**src/rtl/fetch_pkg.sv**
```systemverilog
// Shared types and constants for the instruction-fetch stage.
package fetch_pkg;

  typedef enum logic [1:0] {
    S_REQ  = 2'd0,
    S_WAIT = 2'd1,
    S_DROP = 2'd2,
    S_IDLE = 2'd3
  } fetch_state_e;

  localparam logic [31:0] NOP_INSTR = 32'h0000_0000;
  localparam logic [31:0] PC_STEP   = 32'd4;

  // Force an address onto a word boundary.
  function automatic logic [31:0] align_word(input logic [31:0] addr);
    return addr & ~32'h3;
  endfunction

endpackage

```
**src/rtl/fetch_buf.sv**
```systemverilog
// Two-entry {pc, instr} FIFO between the memory response and IF/ID.
// Entry 0 is always the head, so the head outputs come straight from flops.
module fetch_buf
  import fetch_pkg::*;
(
  input  logic        clk_i,
  input  logic        rst_i,
  input  logic        clear_i,
  input  logic        push_i,
  input  logic [31:0] push_pc_i,
  input  logic [31:0] push_instr_i,
  input  logic        pop_i,
  output logic [1:0]  count_o,
  output logic [31:0] head_pc_o,
  output logic [31:0] head_instr_o
);

  logic [31:0] pc_q    [2];
  logic [31:0] instr_q [2];
  logic [1:0]  count_q;
  logic        do_pop;
  logic        do_push;

  assign do_pop  = pop_i && (count_q != 2'd0);
  assign do_push = push_i && ((count_q != 2'd2) || do_pop);

  // Shift-register FIFO: pops move entry 1 down, pushes land behind the head.
  always_ff @(posedge clk_i) begin
    if (rst_i || clear_i) begin
      count_q <= 2'd0;
    end else begin
      case ({do_push, do_pop})
        2'b10: begin
          pc_q[count_q[0]]    <= push_pc_i;
          instr_q[count_q[0]] <= push_instr_i;
          count_q             <= count_q + 2'd1;
        end
        2'b01: begin
          pc_q[0]    <= pc_q[1];
          instr_q[0] <= instr_q[1];
          count_q    <= count_q - 2'd1;
        end
        2'b11: begin
          if (count_q == 2'd1) begin
            pc_q[0]    <= push_pc_i;
            instr_q[0] <= push_instr_i;
          end else begin
            pc_q[0]    <= pc_q[1];
            instr_q[0] <= instr_q[1];
            pc_q[1]    <= push_pc_i;
            instr_q[1] <= push_instr_i;
          end
        end
        default: ;
      endcase
    end
  end

  assign count_o      = count_q;
  assign head_pc_o    = pc_q[0];
  assign head_instr_o = instr_q[0];

endmodule

```
**src/rtl/if_fetch_stage.sv**
```systemverilog
// Instruction-fetch stage: owns the fetch PC, issues one outstanding
// imem request at a time and buffers returned words for IF/ID.
//
//  state  | meaning
//  S_REQ  | request asserted at fetch_pc, waiting for gnt
//  S_WAIT | one request granted, waiting for rvalid
//  S_DROP | outstanding response is stale (redirect), discard it
//  S_IDLE | buffer full, no request until a pop frees an entry
module if_fetch_stage
  import fetch_pkg::*;
#(
  parameter logic [31:0] RESET_PC  = 32'h0000_0000,
  parameter int unsigned BUF_DEPTH = 2
) (
  input  logic        clk_i,
  input  logic        rst_i,
  output logic        imem_req_o,
  output logic [31:0] imem_addr_o,
  input  logic        imem_gnt_i,
  input  logic        imem_rvalid_i,
  input  logic [31:0] imem_rdata_i,
  input  logic        stall_i,
  input  logic        redirect_i,
  input  logic [31:0] redirect_pc_i,
  output logic [31:0] pc_o,
  output logic [31:0] instr_o,
  output logic        valid_o,
  output logic        flush_o
);

  localparam logic [1:0] FULL_CNT = 2'(BUF_DEPTH);

  fetch_state_e state_q, state_d;
  logic [31:0]  fetch_pc_q;
  logic [31:0]  req_pc_q;
  logic [1:0]   count;
  logic [1:0]   occ_after;
  logic [31:0]  head_pc;
  logic [31:0]  head_instr;
  logic         buf_valid;
  logic         gnt_acc;
  logic         pop;
  logic         push;
  logic         outstanding_after;

  assign buf_valid   = (count != 2'd0);
  assign imem_req_o  = (state_q == S_REQ) && !rst_i;
  assign imem_addr_o = fetch_pc_q;
  assign gnt_acc     = imem_req_o && imem_gnt_i;

  assign valid_o = buf_valid && !rst_i;
  assign instr_o = valid_o ? head_instr : NOP_INSTR;
  assign pc_o    = rst_i ? RESET_PC : (buf_valid ? head_pc : fetch_pc_q);
  assign flush_o = redirect_i && !rst_i;

  // Redirect wins over everything: no pop, no push, buffer cleared.
  assign pop  = valid_o && !stall_i && !redirect_i;
  assign push = (state_q == S_WAIT) && imem_rvalid_i && !redirect_i && !rst_i;

  // Only reached from S_WAIT where count <= 1, so this never wraps.
  assign occ_after = count + 2'd1 - {1'b0, pop};

  // A response still owed after this edge: new grant, or a wait that did not
  // complete now. An rvalid landing with the redirect retires the old request.
  assign outstanding_after = gnt_acc ||
                             (((state_q == S_WAIT) || (state_q == S_DROP)) && !imem_rvalid_i);

  // Next-state selection.
  always_comb begin
    state_d = state_q;
    if (redirect_i) begin
      state_d = outstanding_after ? S_DROP : S_REQ;
    end else begin
      case (state_q)
        S_REQ:   if (gnt_acc) state_d = S_WAIT;
        S_WAIT:  if (imem_rvalid_i) state_d = (occ_after < FULL_CNT) ? S_REQ : S_IDLE;
        S_DROP:  if (imem_rvalid_i) state_d = S_REQ;
        S_IDLE:  if (pop) state_d = S_REQ;
        default: state_d = S_REQ;
      endcase
    end
  end

  // State register.
  always_ff @(posedge clk_i) begin
    if (rst_i) state_q <= S_REQ;
    else       state_q <= state_d;
  end

  // Fetch PC advances on grant; req_pc remembers the address now in flight.
  always_ff @(posedge clk_i) begin
    if (rst_i) begin
      fetch_pc_q <= RESET_PC;
      req_pc_q   <= RESET_PC;
    end else begin
      if (redirect_i)   fetch_pc_q <= align_word(redirect_pc_i);
      else if (gnt_acc) fetch_pc_q <= fetch_pc_q + PC_STEP;
      if (gnt_acc)      req_pc_q   <= fetch_pc_q;
    end
  end

  fetch_buf u_buf (
    .clk_i        (clk_i),
    .rst_i        (rst_i),
    .clear_i      (redirect_i),
    .push_i       (push),
    .push_pc_i    (req_pc_q),
    .push_instr_i (imem_rdata_i),
    .pop_i        (pop),
    .count_o      (count),
    .head_pc_o    (head_pc),
    .head_instr_o (head_instr)
  );

endmodule

```
**config.mk**
```make
export PLATFORM = sky130hd
export DESIGN_NAME = if_fetch_stage
export DESIGN_NICKNAME = d
export VERILOG_FILES = /design/src/rtl/fetch_pkg.sv /design/src/rtl/fetch_buf.sv /design/src/rtl/if_fetch_stage.sv
export SDC_FILE = /design/constraint.sdc
export NUM_CORES = 1
export LEC_CHECK = 0
export CORE_UTILIZATION = 45
export DETAILED_ROUTE_END_ITERATION = 10
export GPL_TIMING_DRIVEN = 0
export MAX_ROUTING_LAYER = met4
export PLACE_DENSITY = 0.76
export REMOVE_ABC_BUFFERS = 1
export SKIP_LAST_GASP = 1
export SYNTH_ARGS = -nofsm -noshare
export SYNTH_HDL_FRONTEND = slang
export SYNTH_SLANG_ARGS = --single-unit
```
**constraint.sdc**
```tcl
create_clock -name clk_i -period 11.65 [get_ports clk_i]
set_clock_uncertainty 0.05 [all_clocks]
set_input_delay 3.495 -clock clk_i [delete_from_list [all_inputs] [get_ports clk_i]]
set_output_delay 3.495 -clock clk_i [all_outputs]
set_load 0.005 [all_outputs]
```
==> key figures <==
Status
  • Outcome: completed

CTS
  • CTS clk-pin slew, worst paths: 70 ps
  • Clock root cell: clkbuf_16
  • Clk_lat worst skew: 410 ps
  • Cts hold-fix bufs: 0
  • PostCTS Resize Cnt: 0
  • CTS sink count: 188
  • Max Root-Sink Buffers: 2
  • Post-CTS Setup Bufs: 0
  • CTS H-tree depth: 4
  • TritonCTS clock tree: yes
  • Cts bufs inserted: 17

Synth
  • Syn Inst Count: 716
  • Synthesized cell area: around 8500 µm²
  • Yosys top cell area share: 0.438
  • Synthesized area per cell: 11.9 µm²
  • Ys flop type: edfxtp_1
  • Yosys warnings: 0
  • Area contributors post-synth: edfxtp_1, dfxtp_1, mux2_2, mux2i_1, nand2_1
  • Top post-synthesis cells by count: edfxtp_1, nand2_1, dfxtp_1
  • EDFF count, synth: 124
  • Seq/Total Area, Yosys: 0.588
  • Cell taking the most area after synthesis: edfxtp_1
  • Most common cell in the synthesized netlist: edfxtp_1
  • Share of flip-flops with an asynchronous set or reset: 0
  • Register bit count reported by yosys: 188
  • Distinct cells, synth: 47

Global routing
  • Vias in the first global route: 5798
  • Total grt overflow: 0
  • First-pass GRT wire length: 31500 µm
  • GRT Util Overall: 0.216
  • Antenna violations before repair: 0
  • Pin count of the biggest net entering global routing: 98

Floorplanning
  • Core ar.: 18300 µm²
  • Die Ht: 139 µm
  • Initial core utilization: 0.466
  • Die width: 139 µm
  • # IOs: 169
  • Rows: 49
  • DIE AREA: 19500 µm²

STA
  • WHS: 407 ps
  • Hold Vio Cnt, Final: 0
  • Final min period: 9120 ps
  • Final Max Slew Viols: 0
  • Period utilisation layout: 0.783
  • Final setup fails: 0
  • Unrepaired setup endpoints after global routing: false
  • Max Clock Freq: 110 MHz
  • Max transition margin: 0.359
  • Actual slew at the worst max-slew pin: 953 ps

Place
  • Placed cell areas: 10500 µm²
  • IO buf count: 162
  • DP HPWL: 13300 µm
  • Gpl congestion: 0.811

Run
  • Maxcap violations: 0

Finish
  • Layout cells sized above 1: 0.139
  • Area of the multi-input gates: 3240 µm²
  • Design area: 11100 µm²
  • Area delta synth->final: 30.9%
  • Layout fillers: 1487
  • Register area: 5000 µm²
  • Antenna diodes: 0
  • Fin nets: 938

Drt
  • DR DRC count: 0
  • Via count: 5908
  • ANT nets after route: 0
  • Final wirelength: 19700 µm
  • Drt pass-1 iters: 4
  • Vias per inst: 5.36
  • Routed wire length per instance: 17.9 µm
  • DR iter-0 viols: between 300 and 400

Worst hold path
  • Tightest Hold Check Type: reg -> reg
  • Hold Path Stages: 0

Setup path
  • Critical path capture point type: output pin
  • Worst-case reg-to-reg path depth: 8
  • Worst EP required: 8110 ps
  • Startpoint Class: input port
  • CP max FO: 49
  • WS Path Type: in -> out
  • Critical path arrival: between 5000 and 6000 ps

Pwr
  • Worst VDD drop: ~0.095 mV
  • Pwr dens: 132 nW/µm²
  • Leak Pwr: 4.24 nW
final timing paths:
| path | from | to | slack [ps] |
|---|---|---|---|
| worst max register to register | u_buf.count_o[0] | u_buf.pc_q[0][13] | 8190 |
| worst min register to register | req_pc_q[5] | u_buf.pc_q[1][5] | 410 |
| worst min-delay path | req_pc_q[5] | u_buf.pc_q[1][5] | 410 |
| worst max-delay path | redirect_i | flush_o | 2530 |
registers in the layout, indices dropped and copies added (netlist names):
name / count
u_buf.instr_q: 64
u_buf.pc_q: 60
imem_addr_o: 30
req_pc_q: 30
state_q: 2
u_buf.count_o: 2
through the flow:
step / TNS [ps] / util / total power (W) / instances / setup WS [ps]
6_report: 0 / 0.609 / 0.00147 / 1102 / 2530
5_1_grt: 0 / 0.609 / 0.00153 / 1102 / 2390
4_1_cts: 0 / 0.609 / 0.00149 / 1102 / 2510
3_5_place_dp: 0 / 0.575 / 0.000881 / 1070 / 2510
3_3_place_gp: -436340 / 0.558 / 0.000877 / 1058 / -3350
2_1_floorplan: 0 / - / 0.000803 / 667 / 2600
logic make-up after synthesis:
family                   share of synthesized area
XOR/XNOR                                    0.0299
adder cells (fa/ha/maj)                     0.0118
other                                     0.000441
AND/OR/NAND/NOR                              0.165
flip-flops                                   0.588
AO/OA/AOI/OAI                               0.0428
buffers and inverters                       0.0360
multiplexers                                 0.126
power breakdown:
part / internal (W) / switching [W]
Clock: 0.000361 / 0.000248
Combinational: 0.0000702 / 0.0000510
Sequential: 0.000724 / 0.0000207
Total: 0.00116 / 0.000319
worst max-delay path: stages:
cell	delay (ps)
buf_2	710
nor2b_1	710
clkdlybuf4s50_1	640
layout by cell type (no fill, tap or decap), types with 4 or more instances in the layout:
cell / n
clkdlybuf4s50_1: 160
edfxtp_1: 124
nand2_1: 82
dfxtp_1: 64
mux2_2: 62
nor2_1: 51
mux2i_1: 37
and2_1: 33
nand3b_1: 30
inv_1: 21
a21oi_1: 21
xnor2_1: 17
clkbuf_16: 17
o21ai_0: 13
nand4_1: 13
xor2_1: 12
o21a_1: 12
nand3_1: 9
nor3_1: 7
ha_1: 7
buf_16: 7
nor4_1: 6
nor2b_1: 5
conb_1: 4
bufinv_16: 4
final cells by class:
class,count,share of cell area
multi-input cells,458,0.291
clock buffers,18,0.0386
inverters,21,0.00708
well taps,229,0.0257
clock inverters,14,0.0173
flip-flops and latches,188,0.450
repair buffers,174,0.170
metal layers:
metal	share of wire	GRT usage	wire length (µm)	up-vias
met2	0.48	0.337	9540	197
met5	0	-	0	-
met3	0.053	0.0447	1050	10
li1	-	-	-	2816
met4	0.0052	0.0456	103	0
met1	0.46	0.290	9050	2885
Power figures use the tool's default switching activity.
